[src/rtl/traffic_pkg.sv]
// Shared types and light encodings for the junction controller.
package traffic_pkg;

  typedef enum logic [1:0] {
    MAIN_GREEN,
    MAIN_YELLOW,
    SUB_GREEN,
    SUB_YELLOW
  } state_t;

  localparam logic [2:0] LIGHT_RED    = 3'b100;
  localparam logic [2:0] LIGHT_YELLOW = 3'b010;
  localparam logic [2:0] LIGHT_GREEN  = 3'b001;

endpackage

[src/rtl/traffic_rr_arbiter.sv]
// Combinational round-robin pick: first set request at or above ptr, wrapping.
module traffic_rr_arbiter #(
  parameter int NUM_SUB = 2,
  parameter int IDX_W   = 1
) (
  input  logic [NUM_SUB-1:0] req,
  input  logic [IDX_W-1:0]   ptr,
  output logic [IDX_W-1:0]   idx,
  output logic               any
);

  always_comb begin
    idx = '0;
    any = 1'b0;
    for (int unsigned k = 0; k < NUM_SUB; k++) begin
      automatic int unsigned pos = (int'(ptr) + k) % NUM_SUB;
      if (!any && req[pos]) begin
        idx = IDX_W'(pos);
        any = 1'b1;
      end
    end
  end

endmodule

[src/rtl/traffic_junction_ctrl.sv]
// Highway/side-road junction controller with round-robin side service and train preemption.
// Optional build macro SUB_EXTEND_EN: vehicle-driven side-green extension up to MAX_EXT_CYCLES.
module traffic_junction_ctrl
  import traffic_pkg::*;
#(
  parameter int NUM_SUB          = 2,
  parameter int MIN_MAIN_CYCLES  = 10,
  parameter int YELLOW_CYCLES    = 3,
  parameter int SUB_GREEN_CYCLES = 8,
  parameter int MAX_EXT_CYCLES   = 8,
  localparam int IDX_W = (NUM_SUB > 1) ? $clog2(NUM_SUB) : 1
) (
  input  logic                   clk,
  input  logic                   rst,
  input  logic                   sen_train,
  input  logic [NUM_SUB-1:0]     sen_sub,
  output logic [2:0]             main_lights,
  output logic [3*NUM_SUB-1:0]   sub_lights,
  output logic [IDX_W-1:0]       grant_idx,
  output logic                   grant_valid,
  output logic [NUM_SUB-1:0]     req_pending
);

  localparam int MAX_DUR_A = (MIN_MAIN_CYCLES > YELLOW_CYCLES) ? MIN_MAIN_CYCLES : YELLOW_CYCLES;
  localparam int MAX_DUR_B = SUB_GREEN_CYCLES + MAX_EXT_CYCLES;
  localparam int MAX_DUR   = (MAX_DUR_A > MAX_DUR_B) ? MAX_DUR_A : MAX_DUR_B;
  localparam int CNT_W     = $clog2(MAX_DUR + 1);

  localparam logic [CNT_W-1:0] MAIN_LAST = CNT_W'(MIN_MAIN_CYCLES - 1);
  localparam logic [CNT_W-1:0] YEL_LAST  = CNT_W'(YELLOW_CYCLES - 1);
  localparam logic [CNT_W-1:0] SG_LAST   = CNT_W'(SUB_GREEN_CYCLES - 1);
`ifdef SUB_EXTEND_EN
  localparam logic [CNT_W-1:0] EXT_LAST  = CNT_W'(SUB_GREEN_CYCLES + MAX_EXT_CYCLES - 1);
`endif

  if (NUM_SUB < 1 || NUM_SUB > 8 || MIN_MAIN_CYCLES < 1 || YELLOW_CYCLES < 1 ||
      SUB_GREEN_CYCLES < 1 || MAX_EXT_CYCLES < 1) begin : g_bad_cfg
    $error("traffic_junction_ctrl: parameter out of range");
  end

  state_t             state, state_n;
  logic [CNT_W-1:0]   cnt;
  logic [IDX_W-1:0]   ptr, ptr_n;
  logic [IDX_W-1:0]   arb_idx;
  logic               arb_any;
  logic               take_grant, enter_sub, sub_done;
  logic [NUM_SUB-1:0] req_n;

  traffic_rr_arbiter #(
    .NUM_SUB (NUM_SUB),
    .IDX_W   (IDX_W)
  ) u_arb (
    .req (req_pending),
    .ptr (ptr),
    .idx (arb_idx),
    .any (arb_any)
  );

  always_comb begin
`ifdef SUB_EXTEND_EN
    // Past the base boundary, green holds while the granted road still sees traffic, up to the cap.
    sub_done = (cnt >= SG_LAST) && (!sen_sub[grant_idx] || cnt >= EXT_LAST);
`else
    sub_done = (cnt == SG_LAST);
`endif
    state_n    = state;
    take_grant = 1'b0;
    enter_sub  = 1'b0;
    case (state)
      MAIN_GREEN:
        if (cnt >= MAIN_LAST && arb_any && !sen_train) begin
          state_n    = MAIN_YELLOW;
          take_grant = 1'b1;
        end
      MAIN_YELLOW:
        if (sen_train) begin
          state_n = MAIN_GREEN;
        end else if (cnt == YEL_LAST) begin
          state_n   = SUB_GREEN;
          enter_sub = 1'b1;
        end
      SUB_GREEN:
        if (sen_train || sub_done) state_n = SUB_YELLOW;
      SUB_YELLOW:
        if (cnt == YEL_LAST) state_n = MAIN_GREEN;
      default: state_n = MAIN_GREEN;
    endcase

    req_n = req_pending;
    if (enter_sub) req_n[grant_idx] = 1'b0;
    req_n = req_n | sen_sub;

    ptr_n = (grant_idx == IDX_W'(NUM_SUB - 1)) ? '0 : grant_idx + 1'b1;
  end

  always_ff @(posedge clk) begin
    if (rst) begin
      state       <= MAIN_GREEN;
      cnt         <= '0;
      req_pending <= '0;
      grant_idx   <= '0;
      ptr         <= '0;
    end else begin
      state       <= state_n;
      req_pending <= req_n;
      if (state_n != state) cnt <= '0;
      else if (cnt != '1)   cnt <= cnt + 1'b1;
      if (take_grant) grant_idx <= arb_idx;
      if (enter_sub)  ptr       <= ptr_n;
    end
  end

  always_comb begin
    main_lights = LIGHT_RED;
    sub_lights  = {NUM_SUB{LIGHT_RED}};
    grant_valid = 1'b0;
    case (state)
      MAIN_GREEN:  main_lights = LIGHT_GREEN;
      MAIN_YELLOW: main_lights = LIGHT_YELLOW;
      SUB_GREEN: begin
        sub_lights[3*int'(grant_idx) +: 3] = LIGHT_GREEN;
        grant_valid = 1'b1;
      end
      SUB_YELLOW: begin
        sub_lights[3*int'(grant_idx) +: 3] = LIGHT_YELLOW;
        grant_valid = 1'b1;
      end
      default: main_lights = LIGHT_RED;
    endcase
  end

endmodule
[config.mk]
export PLATFORM = sky130hd
export DESIGN_NAME = traffic_junction_ctrl
export DESIGN_NICKNAME = d
export VERILOG_FILES = /design/src/rtl/traffic_pkg.sv /design/src/rtl/traffic_rr_arbiter.sv /design/src/rtl/traffic_junction_ctrl.sv
export SDC_FILE = /design/constraint.sdc
export NUM_CORES = 1
export LEC_CHECK = 0
export CORE_MARGIN = 2
export CORE_UTILIZATION = 35
export CTS_BUF_LIST = sky130_fd_sc_hd__clkbuf_4
export CTS_CLUSTER_SIZE = 40
export DETAILED_ROUTE_END_ITERATION = 16
export PLACE_DENSITY_LB_ADDON = 0.25
export SKIP_LAST_GASP = 1
export SLEW_MARGIN = 5
export SYNTH_ARGS = -nofsm -noshare
export SYNTH_HDL_FRONTEND = slang
export SYNTH_SLANG_ARGS = --single-unit
[constraint.sdc]
create_clock -name clk -period 2.53 [get_ports clk]
set_clock_uncertainty 0.2 [all_clocks]
set_input_delay 0.3795 -clock clk [delete_from_list [all_inputs] [get_ports clk]]
set_output_delay 0.3795 -clock clk [all_outputs]
set_load 0.05 [all_outputs]
== Word-level counts from Yosys, hierarchy flattened ==
Cells that the tools add are included.
Word-level totals
  register bits: 11
  latch bits: 0
  RAM bits: 0
  memory bits (read-only): 0
  output and inout port bits: 13
  word-level logic and storage cells: 69
  memories: 0
Operators by class
  add/subtract/negate cells: 4
  multiply operators: 1
  div/mod/pow operators: 0
  $lt $le $gt $ge: 5
  equality and inequality tests: 7
  shifts and indexed selects: 3
  muxes and demuxes: 26
  bitwise operators: 8
  reduce and logical (&&, ||, !) cells: 10
Operator list (number)
  $shiftx A3 B33 Y6 const A: 2
  $neg A3 Y33: 1
  $shift A3 B33 Y6 const A: 1
  $mux W1: 16
  $mux W2: 6
  $pmux W6 S2: 1
  $and A4 B4 Y4: 2
  $pmux W2 S4: 1
  $lt A1 B2 Y1 const B: 3
  $or A2 B2 Y2: 3
  $pmux W3 S2: 1
  $add A5 B1 Y5 const B: 1
  $eq A5 B2 Y1 const B: 1
  $eq A5 B3 Y1 const B: 1
  $ge A5 B4 Y1 const B: 1
  $ne A5 B5 Y1 const B: 1
  $eq A2 B2 Y1 const B: 2
  $logic_and A1 B1 Y1: 4
  $not A2 Y2: 2
  $reduce_or A2 Y1: 2
  $mul A2 B1 Y3 const A: 1
  $add A1 B1 Y1 const B: 2
  $and A2 B2 Y2: 1
  $eq A2 B1 Y1 const B: 1
  6 further kinds: 7

== Depth between registers and ports, before layout ==
  depth in word-level cells: 12
  gate-level depth with buffers: 7
  gate-level depth less buffers: 7

== Cells and area by module ==
A second synthesis with hierarchy kept.
Second synthesis, totals
  cell total of the unflattened synthesis: 86
  area total of the unflattened synthesis: 744.5 um^2
By module, submodules not included
  traffic_junction_ctrl: instances 1, cells an instance 83, area each 726.9 um^2
  traffic_rr_arbiter: instances 1, cells an instance 3, area each 17.5 um^2

== Least setup slack after synthesis ==
OpenSTA, ideal clock, no wires.
  kind: reg2out
  start point: reg grant_idx
  end point: out sub_lights[3]
  arrival time: 1.934 ns
  required time: 1.951 ns
  path slack: 0.016 ns
  stages on the path, launching flop included: 3
  buffers on the path: 0
  cell sequence: dfxtp_1 -> nand2_1 -> nor2_1
On the way
  word-level cells in the longest chain between the ends: 5
  elaborated cells between the ends (all ways): 8
Ends and longest elaborated chain
  start: declaration: line traffic_junction_ctrl.sv:19  | output logic [IDX_W-1:0] grant_idx,
  start signal: assignment: line traffic_junction_ctrl.sv:108  | if (take_grant) grant_idx <= arb_idx;
  $mul A2 B1 Y3 *: line traffic_junction_ctrl.sv:121, traffic_junction_ctrl.sv:125
  $neg A3 Y33 *: line traffic_junction_ctrl.sv:121, traffic_junction_ctrl.sv:125
  $shiftx A3 B33 Y6, or another cell as far along: line traffic_junction_ctrl.sv:125  | sub_lights[3*int'(grant_idx) +: 3] = LIGHT_YELLOW;
  $and A4 B4 Y4 (no source line)
  $pmux W6 S2 *: line traffic_junction_ctrl.sv:117  | case (state)
  end: declaration: line traffic_junction_ctrl.sv:18  | output logic [3*NUM_SUB-1:0] sub_lights,
Mark *: on every way between the ends. The rest lies on a longest branch, timed or not.

== Final worst setup path ==
  start point: reg state[1]
  end point: out sub_lights[4]
On the way
  word-level cells in the longest chain between the ends: 2
  elaborated cells between the ends (all ways): 3
Ends and longest elaborated chain
  start: declaration: line traffic_junction_ctrl.sv:41  | state_t state, state_n;
  start signal: assignment: line traffic_junction_ctrl.sv:104  | state <= state_n;
  $eq A2 B2 Y1: line traffic_junction_ctrl.sv:117
  $pmux W6 S2 *: line traffic_junction_ctrl.sv:117
Marked as above.

==> results.toml <==
[floorplanning]
dieWidth_um = 46.3
initial_core_util_pct = 36.7
rows = 15
die_height_um = 46.3
coreArea_um2 = 1710
dieArea_um2 = 2150
top_level_ports = 18

[drt]
firstDrtPassIters = 4
drt-total-wl_mm = 1.30
viasPerCell = 4.73
ant_nets = 0
vias = 577
wl_per_cell_um = 10.7
drt-initial-drc-count = 10
drc = 0

[grt]
grtUsageTotal_pct = 13.7
antenna_found_initial = 0
grt_max_degree = 11
grt_pass1_vias = 508
grt_pass1_wl_mm = 2.13
overflow = 0

[yosys]
yosysMostFrequentCell = "nor2_1"
synth-simple-area-share_pct = 28.9
synth.net_count = 88
synth.ff_latch_count = 11
syn_area_um2 = 627
syn_avg_cell_area_um2 = 7.93
yosysTopAreaCell = "dfxtp_1"
yosys_warnings = 0
synthDistinctLibCells = 27
synth_top_area_share_pct = 35.1
synth_compound_area_share_pct = 14.6
synth_xor_area_share_pct = 6.79
ys_top_cells_by_area = "dfxtp_1 35%, nor2_1 9.6%, ha_1 8.0%, nand2_1 4.8%, xnor2_1 4.2%"
synth_mux_area_share_pct = 1.60
ys_async_sr_fraction_pct = 0
synth_fa_ha_area_share_pct = 7.98
synth-edff-count = 0
synth_top_flop_cell = "dfxtp_1"
synthTopCellsByCount = "16 x nor2_1, 11 x dfxtp_1, 8 x nand2_1"
yosysSeqAreaShare_pct = 35.1
synthCells = 79
synth_top_family_by_area = "simple AND/OR/NAND/NOR gates"

[clocking]
ctsHoldBuffers = 0
root_buffer = "clkbuf_4"
clk_pin_slew_ps = 80
cts_tree = "done"
cts_max_level = 1
cts_repair_resize_count = 0
cts_buffers = 3
numClockSinks = 11
clkLatencyLatePin_ps = 260
postCtsSetupBuffers = 0
clockBufferDepth = 2

[pwr]
p_leak_nw = 0.333
ir_drop_mv = 0.234
finalPower_uw = 374
p_per_area_nw_per_um2 = 442

[sta]
drv_slew = 0
worstMarginPinSlew_ps = 500
post-route-period-util_pct = 94.9
post-route-min-period_ps = 2400
fmax_mhz = 417
final-hold-violation-count = 0
slew_headroom_pct = 66.5
setup_tns_ps = 0
fin_ws_ps = 130
setup_violations = 0
rsz0062_at_grt = "false"

[final_layout]
fin_nets = 107
diodes = 0
seq_area_um2 = 220
instances_no_fill = 122
fillers = 160
multi_input_area_um2 = 375
areaGrowthSynthToFinish_pct = 34.9
drive_above_1_share_pct = 9.28

[critical_path]
crit_type = "register to primary output"
crit_required_ps = 1950
crit_slowest_cell = "clkdlybuf4s50_1"
cpPeakStageDelay_ps = 810
crit_fanout = 10
critPathArrivalTime_ps = 1820
cp-start-kind = "register"
cp_cell_sequence = "nand2_1 -> nor2_1 -> clkdlybuf4s50_1"
worstSetupEndpointType = "primary output"

[outcome]
outcome = "complete, no violations"

[placement]
gp_congestion = 0.708
dp.cells = 118
dp_hpwl_um = 996
portBuffers = 17
dp_slack_ps = 391

[flow_run]
max-cap-violations = 0

[worst_hold_path]
min_path_type = "register to register"
==> path summary, 6_finish.rpt <==
| path | depth (start not counted) | slack, ps | end | start |
|---|---|---|---|---|
| setup / recovery | 3 | 130 | sub_lights[4] | state[1] |
| hold / removal | 2 | 320 | ptr | ptr |
| setup reg to reg | 6 | 460 | cnt[4] | cnt[1] |
| hold reg to reg | 2 | 320 | ptr | ptr |
==> final cells by class <==
class / count / area share, %
multi-input combinational: 60 / 44.4
sequential: 11 / 26.0
timing repair buffer: 17 / 20.1
tap: 25 / 3.70
clock buffer: 4 / 3.55
inverter: 5 / 2.22
==> state kept, by name (all words and copies together), names as in the netlist <==
name / flops
cnt: 5
grant_idx: 1
ptr: 1
req_pending: 2
state: 2
==> power breakdown <==
part           total [mW]  switching [mW]  internal (mW)
clock network       0.134          0.0626         0.0716
logic              0.0506          0.0276         0.0230
registers           0.189         0.00932          0.180
total               0.374          0.0994          0.274
==> logic make-up (layout without fill, tap and decap cells) <==
group           after synthesis  in the layout
mux                           1              1
simple gates                 37             37
flops                        11             11
buf+inv                       8             26
compound gates               14             14
xor+xnor                      4              4
fa+ha+maj                     4              4
==> layout by cell type (no fill, tap or decap), types with 2 or more instances in the layout <==
cell,netlist,routed
ha_1,4,4
o21ai_0,5,5
clkbuf_4,0,4
inv_1,4,4
clkdlybuf4s50_1,0,17
nand2_1,8,8
a21oi_1,5,5
nand2b_1,3,3
xnor2_1,3,3
nand3_1,2,2
dfxtp_1,11,11
nor2_1,16,16
==> metrics by stage <==
stage	instance area (µm²)	util (%)	hold WS [ps]
after floorplan	627	-	249
after global placement	816	47.8	307
after detailed placement	816	47.8	309
after CTS	846	49.5	327
after global routing	846	49.5	380
final	846	49.5	325
==> layer usage <==
layer | vias to the layer above | part of all wire [%] | GRT usage [%]
li1 | 303 | - | -
met1 | 258 | 48 | 16.5
met2 | 14 | 47 | 23.6
met3 | 2 | 4.4 | 2.75
met4 | 0 | 0.54 | 5.14
met5 | - | 0 | 0
==> worst max-delay path, delay by kind of cell (launching register included) <==
kind	cells	cell delay, ps
AND/OR/NAND/NOR	2	250
buffers and inverters	1	810
flip-flops	1	500
Note: power is estimated with default switching activity, not from simulation.
